## src/rtl/pipe_issue_sched_if.sv

```systemverilog
// Instruction source and issue channels between the source, the scheduler and the datapath.
interface pipe_issue_sched_if;
    logic       in_valid;
    logic       in_ready;
    logic [3:0] in_rs1;
    logic [3:0] in_rs2;
    logic [3:0] in_rd;
    logic [3:0] in_func;
    logic [7:0] in_addr;

    logic       iss_valid;
    logic [3:0] iss_rs1;
    logic [3:0] iss_rs2;
    logic [3:0] iss_rd;
    logic [3:0] iss_func;
    logic [7:0] iss_addr;

    modport master (
        output in_valid, in_rs1, in_rs2, in_rd, in_func, in_addr,
        input  in_ready,
        input  iss_valid, iss_rs1, iss_rs2, iss_rd, iss_func, iss_addr
    );

    modport slave (
        input  in_valid, in_rs1, in_rs2, in_rd, in_func, in_addr,
        output in_ready,
        output iss_valid, iss_rs1, iss_rs2, iss_rd, iss_func, iss_addr
    );
endinterface

```

## src/rtl/pipe_issue_sched.sv

```systemverilog
// In-order issue scheduler: instruction FIFO, busy-register scoreboard with
// writeback-tag pipeline, illegal-func drop and hazard stall counter.
module pipe_issue_sched #(
    parameter int unsigned QDEPTH   = 4,
    parameter int unsigned WB_LAT   = 2,
    parameter int unsigned FUNC_MAX = 11
) (
    input  logic                     clk1,
    input  logic                     rst_n,
    pipe_issue_sched_if.slave        bus,
    input  logic                     hold,
    input  logic                     flush,
    output logic [15:0]              busy_mask,
    output logic [$clog2(QDEPTH):0]  q_count,
    output logic [15:0]              stall_cnt,
    output logic                     err_illegal,
    output logic                     pipe_empty
);
    localparam int unsigned AW    = $clog2(QDEPTH);
    localparam int unsigned CW    = AW + 1;
    localparam int unsigned EW    = 24;
    localparam int unsigned TAG_D = WB_LAT + 1;

    logic [EW-1:0] q_mem [QDEPTH];
    logic [AW-1:0] rd_ptr, wr_ptr;
    logic [EW-1:0] head;
    logic [3:0]    head_rs1, head_rs2, head_rd, head_func;
    logic [7:0]    head_addr;

    logic          head_valid, func_ok, can_go, deps_free;
    logic          issue_c, illegal_c, stall_c, push_c, pop_c;
    logic [15:0]   clr_vec, set_vec, busy_eff;

    logic [TAG_D-1:0] tag_v;
    logic [3:0]       tag_rd [TAG_D];

    assign head      = q_mem[rd_ptr];
    assign head_rs1  = head[23:20];
    assign head_rs2  = head[19:16];
    assign head_rd   = head[15:12];
    assign head_func = head[11:8];
    assign head_addr = head[7:0];

    assign head_valid = (q_count != '0);
    assign func_ok    = (head_func <= 4'(FUNC_MAX));
    assign can_go     = head_valid && !hold && !flush;

    // Writebacks retiring at this edge are already visible to the hazard check
    always_comb begin
        clr_vec = '0;
        set_vec = '0;
        if (tag_v[TAG_D-1]) clr_vec[tag_rd[TAG_D-1]] = 1'b1;
        if (issue_c)        set_vec[head_rd] = 1'b1;
    end

    assign busy_eff  = busy_mask & ~clr_vec;
    assign deps_free = !busy_eff[head_rs1] && !busy_eff[head_rs2] && !busy_eff[head_rd];

    assign illegal_c = can_go && !func_ok;
    assign issue_c   = can_go && func_ok && deps_free;
    assign stall_c   = can_go && func_ok && !deps_free;
    assign pop_c     = issue_c || illegal_c;

    assign bus.in_ready = (q_count < CW'(QDEPTH)) && !flush;
    assign push_c       = bus.in_valid && bus.in_ready;

    assign pipe_empty = (q_count == '0) && (busy_mask == '0) && !bus.iss_valid;

    // Queue storage needs no reset; occupancy and pointers qualify every read
    always_ff @(posedge clk1) begin
        if (push_c) q_mem[wr_ptr] <= {bus.in_rs1, bus.in_rs2, bus.in_rd, bus.in_func, bus.in_addr};
    end

    always_ff @(posedge clk1 or negedge rst_n) begin
        if (!rst_n) begin
            rd_ptr  <= '0;
            wr_ptr  <= '0;
            q_count <= '0;
        end else if (flush) begin
            rd_ptr  <= wr_ptr;
            q_count <= '0;
        end else begin
            if (push_c) wr_ptr <= wr_ptr + AW'(1);
            if (pop_c)  rd_ptr <= rd_ptr + AW'(1);
            case ({push_c, pop_c})
                2'b10:   q_count <= q_count + CW'(1);
                2'b01:   q_count <= q_count - CW'(1);
                default: q_count <= q_count;
            endcase
        end
    end

    // Set wins over a same-edge clear of the same register
    always_ff @(posedge clk1 or negedge rst_n) begin
        if (!rst_n) begin
            busy_mask <= '0;
            tag_v     <= '0;
            for (int i = 0; i < int'(TAG_D); i++) tag_rd[i] <= '0;
        end else begin
            busy_mask <= busy_eff | set_vec;
            tag_v[0]  <= issue_c;
            tag_rd[0] <= head_rd;
            for (int i = 1; i < int'(TAG_D); i++) begin
                tag_v[i]  <= tag_v[i-1];
                tag_rd[i] <= tag_rd[i-1];
            end
        end
    end

    always_ff @(posedge clk1 or negedge rst_n) begin
        if (!rst_n) begin
            bus.iss_valid <= 1'b0;
            bus.iss_rs1   <= '0;
            bus.iss_rs2   <= '0;
            bus.iss_rd    <= '0;
            bus.iss_func  <= '0;
            bus.iss_addr  <= '0;
            err_illegal   <= 1'b0;
            stall_cnt     <= '0;
        end else begin
            bus.iss_valid <= issue_c;
            err_illegal   <= illegal_c;
            if (issue_c) begin
                bus.iss_rs1  <= head_rs1;
                bus.iss_rs2  <= head_rs2;
                bus.iss_rd   <= head_rd;
                bus.iss_func <= head_func;
                bus.iss_addr <= head_addr;
            end
            if (stall_c && (stall_cnt != 16'hFFFF)) stall_cnt <= stall_cnt + 16'd1;
        end
    end
endmodule

```

## src/flat_wrapper.sv

```systemverilog
// flat-port wrapper written by rule: the top's interface ports become plain ports
module pipe_issue_sched_flat 
#(
    parameter int unsigned QDEPTH   = 4,
    parameter int unsigned WB_LAT   = 2,
    parameter int unsigned FUNC_MAX = 11
)
  (clk1, rst_n, hold, flush, busy_mask, q_count, stall_cnt, err_illegal, pipe_empty, bus_in_valid, bus_in_rs1, bus_in_rs2, bus_in_rd, bus_in_func, bus_in_addr, bus_in_ready, bus_iss_valid, bus_iss_rs1, bus_iss_rs2, bus_iss_rd, bus_iss_func, bus_iss_addr);
  pipe_issue_sched_if bus_i ();
  input  logic clk1;
  input  logic rst_n;
  input  logic hold;
  input  logic flush;
  output logic [15:0] busy_mask;
  output logic [$clog2(QDEPTH):0] q_count;
  output logic [15:0] stall_cnt;
  output logic err_illegal;
  output logic pipe_empty;
  input wire logic [$bits(bus_i.in_valid)-1:0] bus_in_valid;
  input wire logic [$bits(bus_i.in_rs1)-1:0] bus_in_rs1;
  input wire logic [$bits(bus_i.in_rs2)-1:0] bus_in_rs2;
  input wire logic [$bits(bus_i.in_rd)-1:0] bus_in_rd;
  input wire logic [$bits(bus_i.in_func)-1:0] bus_in_func;
  input wire logic [$bits(bus_i.in_addr)-1:0] bus_in_addr;
  output wire logic [$bits(bus_i.in_ready)-1:0] bus_in_ready;
  output wire logic [$bits(bus_i.iss_valid)-1:0] bus_iss_valid;
  output wire logic [$bits(bus_i.iss_rs1)-1:0] bus_iss_rs1;
  output wire logic [$bits(bus_i.iss_rs2)-1:0] bus_iss_rs2;
  output wire logic [$bits(bus_i.iss_rd)-1:0] bus_iss_rd;
  output wire logic [$bits(bus_i.iss_func)-1:0] bus_iss_func;
  output wire logic [$bits(bus_i.iss_addr)-1:0] bus_iss_addr;
  assign bus_i.in_valid = bus_in_valid;
  assign bus_i.in_rs1 = bus_in_rs1;
  assign bus_i.in_rs2 = bus_in_rs2;
  assign bus_i.in_rd = bus_in_rd;
  assign bus_i.in_func = bus_in_func;
  assign bus_i.in_addr = bus_in_addr;
  assign bus_in_ready = bus_i.in_ready;
  assign bus_iss_valid = bus_i.iss_valid;
  assign bus_iss_rs1 = bus_i.iss_rs1;
  assign bus_iss_rs2 = bus_i.iss_rs2;
  assign bus_iss_rd = bus_i.iss_rd;
  assign bus_iss_func = bus_i.iss_func;
  assign bus_iss_addr = bus_i.iss_addr;
  pipe_issue_sched #(.QDEPTH(QDEPTH), .WB_LAT(WB_LAT), .FUNC_MAX(FUNC_MAX)) u_core (.clk1(clk1), .rst_n(rst_n), .bus(bus_i), .hold(hold), .flush(flush), .busy_mask(busy_mask), .q_count(q_count), .stall_cnt(stall_cnt), .err_illegal(err_illegal), .pipe_empty(pipe_empty));
endmodule
```

## config.mk

```make
export PLATFORM = sky130hd
export DESIGN_NAME = pipe_issue_sched_flat
export DESIGN_NICKNAME = d
export VERILOG_FILES = /design/src/rtl/pipe_issue_sched_if.sv /design/src/rtl/pipe_issue_sched.sv /design/src/flat_wrapper.sv
export SDC_FILE = /design/constraint.sdc
export NUM_CORES = 1
export LEC_CHECK = 0
export BUFFER_PORTS_ARGS = -buffer_cell sky130_fd_sc_hd__buf_2
export CELL_PAD_IN_SITES_DETAIL_PLACEMENT = 0
export CELL_PAD_IN_SITES_GLOBAL_PLACEMENT = 1
export CORE_UTILIZATION = 48
export DETAILED_ROUTE_END_ITERATION = 16
export HOLD_SLACK_MARGIN = 0.03
export PLACE_DENSITY_LB_ADDON = 0.1
export SYNTH_ARGS = -nofsm -noshare
export SYNTH_HDL_FRONTEND = slang
export SYNTH_SLANG_ARGS = --single-unit
```

## constraint.sdc

```tcl
create_clock -name clk1 -period 4.6 [get_ports clk1]
set_input_delay 0.92 -clock clk1 [delete_from_list [all_inputs] [get_ports clk1]]
set_output_delay 0.92 -clock clk1 [all_outputs]
set_load 0.05 [all_outputs]
```

==> results of run 1 <==
layer usage:
layer,vias up,wire length [um],GRT usage (%)
li1,2161,-,-
met1,2417,7715,30.90
met2,182,8345,36.03
met3,22,1070,6.678
met4,0,252,6.990
met5,-,0,0
state kept, by name, indices dropped and copies added (netlist names):
register and cells:
u_core.bus.iss_rs1 4, u_core.tag_v 3, u_core.wr_ptr 2, u_core.tag_rd 12
u_core.err_illegal 1, u_core.rd_ptr 2, u_core.bus.iss_rs2 4, u_core.bus.iss_rd 4
u_core.q_count 3, u_core.q_mem 96, u_core.bus.iss_addr 8, u_core.stall_cnt 16
u_core.bus.iss_func 4, u_core.busy_mask 16
kinds of logic after synthesis:
logic type	synth area share, %
fa+ha+maj	1.084
mux	13.48
buf+inv	2.824
flops	63.78
xor+xnor	2.299
compound gates	8.309
simple gates	8.227
layout make-up:
type	count	area, sq um
inverter	15	56.30
fill	1243	6491
clock buffer	17	425.4
sequential	175	4863
tap	211	264.0
multi-input combinational	288	2545
timing repair buffer	101	533.0
clock inverter	15	192.7
worst max-delay path, stage by stage (launching register included):
cell and delay, ns:
sky130_fd_sc_hd__dfrtp_4 0.63, sky130_fd_sc_hd__mux4_1 0.66, sky130_fd_sc_hd__buf_4 0.21, sky130_fd_sc_hd__xnor2_1 0.32
sky130_fd_sc_hd__a211oi_1 0.13, sky130_fd_sc_hd__o211ai_1 0.21, sky130_fd_sc_hd__nand4_1 0.23, sky130_fd_sc_hd__nor3_4 0.38
sky130_fd_sc_hd__a21oi_1 0.23, sky130_fd_sc_hd__nor2_1 0.16, sky130_fd_sc_hd__fa_1 0.43, sky130_fd_sc_hd__nand2b_1 0.11
sky130_fd_sc_hd__nor2_1 0.05, sky130_fd_sc_hd__o211ai_1 0.10, sky130_fd_sc_hd__o2111ai_1 0.14
cell usage after synthesis, types with 3 or more instances:
cell                        instances  area, sq um
sky130_fd_sc_hd__inv_1             14        52.55
sky130_fd_sc_hd__xor2_1            10        87.58
sky130_fd_sc_hd__and2_1             3        18.77
sky130_fd_sc_hd__clkbuf_1          13        48.80
sky130_fd_sc_hd__or2_2              5        31.28
sky130_fd_sc_hd__o211ai_1          10        75.07
sky130_fd_sc_hd__mux2_2             3        33.78
sky130_fd_sc_hd__nor4_1             3        18.77
sky130_fd_sc_hd__ha_1               5        62.56
sky130_fd_sc_hd__nand2_1           12        45.04
sky130_fd_sc_hd__a211oi_1           4        30.03
sky130_fd_sc_hd__o41ai_1            8        70.07
sky130_fd_sc_hd__a311oi_1           3        26.28
sky130_fd_sc_hd__nor2_1            15        56.30
sky130_fd_sc_hd__dfrtp_1           79         1977
sky130_fd_sc_hd__nand3_1           15        75.07
sky130_fd_sc_hd__mux2i_1           13        130.1
sky130_fd_sc_hd__xnor2_1           10        87.58
sky130_fd_sc_hd__mux4_2            26        585.6
sky130_fd_sc_hd__o31ai_1            9        67.56
sky130_fd_sc_hd__o2111ai_1          7        61.31
sky130_fd_sc_hd__buf_2              4        20.02
sky130_fd_sc_hd__a21oi_1            4        20.02
sky130_fd_sc_hd__nand2b_1          10        62.56
sky130_fd_sc_hd__edfxtp_1          96         2883
sky130_fd_sc_hd__o21ai_0           34        170.2
sky130_fd_sc_hd__and3_1            12        75.07
sky130_fd_sc_hd__nor3_1            15        75.07
sky130_fd_sc_hd__nand4_1            7        43.79
sky130_fd_sc_hd__buf_6              7        78.83
sky130_fd_sc_hd__mux2_4            15        225.2
worst min path at each step:
stage	startpoint	end	slack [ns]	cells past startpoint
after floorplan	u_core.tag_rd[4]	u_core.tag_rd[0]	0.33	0
after global placement	u_core.tag_rd[10]	u_core.tag_rd[6]	0.33	0
after detailed placement	u_core.tag_rd[10]	u_core.tag_rd[6]	0.34	0
after CTS	u_core.tag_rd[6]	u_core.tag_rd[2]	0.36	0
after global routing	u_core.tag_rd[6]	u_core.tag_rd[2]	0.36	0
final	u_core.tag_rd[6]	u_core.tag_rd[2]	0.35	0
stage by stage:
step                std cells  utilization [%]  power [W]  hold slack (ns)  instance area (sq um)
detailed placement        790            53.73   0.003974           0.3371                   8259
finish                    822            57.77   0.005444           0.3549                   8880
global route              822            57.77   0.005696           0.3579                   8880
floorplan                 504                -   0.003498           0.3312                   7620
global placement          790            53.73   0.003954           0.3335                   8259
CTS                       822            57.75   0.005471           0.3580                   8877
power groups by stage:
stage	Sequential, W	Clock, W	Combinational [W]
global placement	0.00218	0	0.00177
finish	0.00217	0.00150	0.00178
detailed placement	0.00219	0	0.00178
floorplan	0.00241	0	0.00109
global route	0.00220	0.00158	0.00192
CTS	0.00216	0.00152	0.00179
==> results by group, run 1 <==
Status
  • Outcome: finished, final reports clean

Layout
  • Fraction of layout instances using a drive strength above 1: 30.61%
  • Synth-to-layout area growth: 16.54%
  • Number of nets in the layout: 633
  • Commonest non-fill, non-tap cells in the layout: 96 x sky130_fd_sc_hd__edfxtp_1, 90 x sky130_fd_sc_hd__buf_2, 78 x sky130_fd_sc_hd__dfrtp_1, 34 x sky130_fd_sc_hd__o21ai_0, 26 x sky130_fd_sc_hd__mux4_2
  • Most frequent standard cell in the layout excluding fill and tap cells: sky130_fd_sc_hd__edfxtp_1
  • Antenna diode count: 0

Critical path
  • Arrival @ worst endpoint: 4.43 ns
  • Origin of the worst setup path: u_core.rd_ptr[0]
  • Startpoint of the most critical register-to-register path: u_core.rd_ptr[0]
  • Type of element launching the critical path: register
  • Register-to-Register Path Depth: 14
  • Type of destination of the critical path: register
  • Endpoint of the worst register-to-register path: u_core.q_count[1]
  • Worst Path Max Fanout: 18
  • Worst-case register-to-register setup slack: 0.45 ns
  • Critical path class: reg -> reg
  • Crit path to: u_core.q_count[1]
  • Required arrival time at the worst endpoint: 4.89 ns

Detailed routing
  • Vias per std cell: 5.818
  • Count of unresolved DRC violations after routing: 0
  • Final wirelength: 17,380 um
  • Via Count: 4,782
  • Initial DRT Pass Iterations: 5
  • WL per Instance: 21.15 um
  • Post-route antenna net violation count: 0
  • DRT iter0 DRCs: 311

Global route
  • First-pass GRT wire length: 27,290 um
  • Overall overflow remaining after global route: 0
  • Number of global-route vias before repair: 4,762
  • Largest net degree at the start of global routing: 63
  • Global routing usage summed across all routing layers: 22.88%
  • Number of antenna violations at the first check in global routing: 0

STA
  • Final period demand of the worst path: 4.145 ns
  • Maximum clock frequency: 241.2 MHz
  • Pin slew with the least headroom to its limit: 0.8140 ns
  • Tightest slew margin relative to the limit: 45.31%
  • Setup skew after layout: 0.009140 ns
  • Final-report hold violation count: 0
  • Max-slew violation total from the final report: 0
  • Final TNS setup: 0 ns
  • Post-layout worst setup margin: 0.4545 ns
  • Crit share post-route: 90.12%
  • RSZ-0062 raised after global routing: false
  • Final setup violation count: 0

Synthesis
  • Number of enable-type register cells in the synthesized netlist: 96
  • Number of warnings printed during yosys synthesis: 0
  • Nets in the synthesized netlist: 539
  • Prevailing post-synth register cell: sky130_fd_sc_hd__edfxtp_1
  • Seq/Total Area, Yosys: 63.78%
  • Instance count of the mapped netlist: 504
  • Fraction of registers with async set/reset: 45.14%
  • Number of register bits inferred by synthesis: 175
  • Cell variety after synth: 58
  • Mean instance size in the synthesized netlist: 15.12 sq um
  • Post-synthesis instance area: 7620 sq um

Floorplanning
  • Area of the die: 16,380 sq um
  • Core area: 15,370 sq um
  • FP Rows: 45
  • Initial standard-cell utilization of the core: 49.57%
  • Number of top-level pins: 92
  • Vertical die dimension: 128.0 um
  • Die X-Extent: 128.0 um

Pwr
  • Design internal power: 0.003369 W
  • Standby leakage power: 3.645 nW
  • Switching Fraction: 38.11%
  • Power per Cell Area: 613.1 nW/um^2
  • Net switching power: 0.002075 W
  • Combinational Power Share: 32.7%
  • Worst vdd ir: 0.3902 mV
  • Sequential cell fraction of total power: 39.8%
  • Part of the power in the clock network: 27.5%

Placed design
  • Routability-driven placement congestion ratio: 0.9319
  • Number of port buffers: 91
  • DP Wirelength: 11,530 um
  • Setup slack after placement: 0.4034 ns

Clock network
  • Clock tree from TritonCTS: yes
  • Clock latency on the worst-skew pair: 0.43 ns
  • CTS-repair resized insts: 0
  • Number of post-CTS setup repair buffers: 0
  • Quantity of hold-fixing buffers added after cts: 0
  • Clock tree root driver cell: sky130_fd_sc_hd__clkbuf_16
  • Number of levels the H-tree was split into: 4
  • Number of buffers created by CTS: 17
  • Clock edge transition at the registers on the reported setup and hold paths: 0.07 ns
  • Sinks on Clock Net: 175
  • Max Root-Sink Buffers: 2

Worst hold path
  • Path category of the worst min-delay check: reg -> reg

Run
  • Max-capacitance violation count: 0
(Power assumes the default switching activity.)
==> run 2, diff against run 1 <==
Settings changed: RECOVER_POWER set to 25.
==> results by group, run 2 (synthesized netlist as in run 1, its figures left out) <==
STA
  • Maximum clock frequency: 241.4 MHz
  • Setup skew after layout: 0.01000 ns
  • Pin slew with the least headroom to its limit: 0.8139 ns
  • Final-report hold violation count: 0
  • Smallest hold slack: 0.3547 ns
  • Final TNS setup: 0 ns
  • Crit share post-route: 90.05%
  • Final period demand of the worst path: 4.142 ns
  • Max-slew violation total from the final report: 0
  • RSZ-0062 raised after global routing: false
  • Final setup violation count: 0
  • Tightest slew margin relative to the limit: 45.32%

Detailed routing
  • Final wirelength: 17,430 um
  • WL per Instance: 21.20 um
  • Post-route antenna net violation count: 0
  • Vias per std cell: 5.820
  • DRT iter0 DRCs: 294
  • Count of unresolved DRC violations after routing: 0
  • Via Count: 4,784
  • Initial DRT Pass Iterations: 5

Floorplanning
  • Number of top-level pins: 92
  • Initial standard-cell utilization of the core: 49.57%
  • Core area: 15,370 sq um
  • Die X-Extent: 128.0 um
  • FP Rows: 45
  • Area of the die: 16,380 sq um
  • Vertical die dimension: 128.0 um

Layout
  • Filler Cells Inserted: 1,253
  • Most frequent standard cell in the layout excluding fill and tap cells: sky130_fd_sc_hd__edfxtp_1
  • Synth-to-layout area growth: 16.14%
  • Design Area, Final: 8850 sq um
  • Antenna diode count: 0
  • Largest reg by FF count: u_core.q_mem
  • Number of nets in the layout: 633
  • Leading registers by flop count: u_core.q_mem: 96 flops, u_core.busy_mask: 16 flops, u_core.stall_cnt: 16 flops
  • Flip-flop count of the largest register after layout: 96
  • Commonest non-fill, non-tap cells in the layout: 96 x sky130_fd_sc_hd__edfxtp_1, 78 x sky130_fd_sc_hd__dfrtp_1, 66 x sky130_fd_sc_hd__buf_2, 34 x sky130_fd_sc_hd__o21ai_0, 26 x sky130_fd_sc_hd__mux4_2
  • Fraction of layout instances using a drive strength above 1: 26.68%

Global route
  • Largest net degree at the start of global routing: 63
  • Overall overflow remaining after global route: 0
  • Number of antenna violations at the first check in global routing: 0
  • Global routing usage summed across all routing layers: 22.88%
  • Number of global-route vias before repair: 4,762
  • First-pass GRT wire length: 27,290 um

Clock network
  • Sinks on Clock Net: 175
  • Clock tree from TritonCTS: yes
  • Quantity of hold-fixing buffers added after cts: 0
  • Number of levels the H-tree was split into: 4
  • Clock tree root driver cell: sky130_fd_sc_hd__clkbuf_16
  • Number of buffers created by CTS: 17
  • Clock latency on the worst-skew pair: 0.43 ns
  • Clock edge transition at the registers on the reported setup and hold paths: 0.07 ns
  • Max Root-Sink Buffers: 2

Placed design
  • Number of port buffers: 91
  • Routability-driven placement congestion ratio: 0.9319
  • Placed instance area: 8259 sq um
  • DP Wirelength: 11,530 um

Critical path
  • Type of destination of the critical path: register
  • Arrival @ worst endpoint: 4.43 ns
  • Required arrival time at the worst endpoint: 4.89 ns
  • Origin of the worst setup path: u_core.rd_ptr[0]
  • Worst Path Max Fanout: 18
  • Startpoint of the most critical register-to-register path: u_core.rd_ptr[0]
  • Critical path class: reg -> reg
  • Type of element launching the critical path: register

Status
  • Outcome: finished, final reports clean

Pwr
  • Standby leakage power: 3.578 nW
  • Power per Cell Area: 615.1 nW/um^2
  • Worst vdd ir: 0.3898 mV

Worst hold path
  • Path category of the worst min-delay check: reg -> reg
  • Hold wc startpoint: u_core.tag_rd[6]

Run
  • Max-capacitance violation count: 0
## run 2: cell types whose count changed in the layout (fill, tap and decap cells not counted)
| cell | previous run | this run |
|---|---|---|
| sky130_fd_sc_hd__clkbuf_1 | 0 | 24 |
| sky130_fd_sc_hd__buf_2 | 90 | 66 |
## run 2: what timing repair did
item,in CTS,in global routing
endpoints found under the setup margin,0,1
setup buffers,0,0
gates resized for setup,0,1
## run 2: metal layers
layer / up-vias / track usage, % / share of wire [%]
met5: - / 0 / 0
met4: 0 / 6.990 / 1.6
met3: 27 / 6.678 / 6.1
met2: 183 / 36.03 / 48
met1: 2420 / 30.90 / 45
li1: 2154 / - / -
## run 2: worst max-delay path, cell delays in order (launching register included)
cell	delay (ns)
sky130_fd_sc_hd__dfrtp_4	0.63
sky130_fd_sc_hd__mux4_1	0.66
sky130_fd_sc_hd__buf_4	0.21
sky130_fd_sc_hd__xnor2_1	0.32
sky130_fd_sc_hd__a211oi_1	0.14
sky130_fd_sc_hd__o211ai_1	0.21
sky130_fd_sc_hd__nand4_1	0.23
sky130_fd_sc_hd__nor3_4	0.38
sky130_fd_sc_hd__a21oi_1	0.23
sky130_fd_sc_hd__nor2_1	0.16
sky130_fd_sc_hd__fa_1	0.43
sky130_fd_sc_hd__nand2b_1	0.11
sky130_fd_sc_hd__nor2_1	0.05
sky130_fd_sc_hd__o211ai_1	0.10
sky130_fd_sc_hd__o2111ai_1	0.14
## run 2: final timing paths
path	slack, ns	endpoint	cells after the start
setup / recovery	0.46	u_core.q_count[1]	14
hold / removal	0.35	u_core.tag_rd[2]	0
setup reg to reg	0.46	u_core.q_count[1]	14
hold reg to reg	0.35	u_core.tag_rd[2]	0
max in group asynchronous	3.21	u_core.bus.iss_addr[1]	2
min in group asynchronous	0.57	u_core.busy_mask[4]	1
## run 2: metrics by stage
step | util (%) | worst slack, ns | std cells | total power, W
after global routing | 57.57 | 0.1124 | 822 | 0.005693
final | 57.57 | 0.4577 | 822 | 0.005444
after floorplan | - | 0.9498 | 504 | 0.003498
after CTS | 57.75 | 0.3696 | 822 | 0.005471
after global placement | 53.73 | 0.5544 | 790 | 0.003954
after detailed placement | 53.73 | 0.4034 | 790 | 0.003974
## run 2: layout make-up
cell class	instances	area, sq um	area share [%]
flip-flops and latches	175	4863	54.96
multi-input cells	288	2545	28.76
repair buffers	101	503.0	5.684
clock buffers	17	425.4	4.807
well taps	211	264.0	2.983
clock inverters	15	192.7	2.177
inverters	15	56.30	0.6362
## run 2: where the power goes
group / switching [W] / internal (W)
Sequential: 0.000243 / 0.00192
Combinational: 0.00116 / 0.000616
Clock: 0.000671 / 0.000829
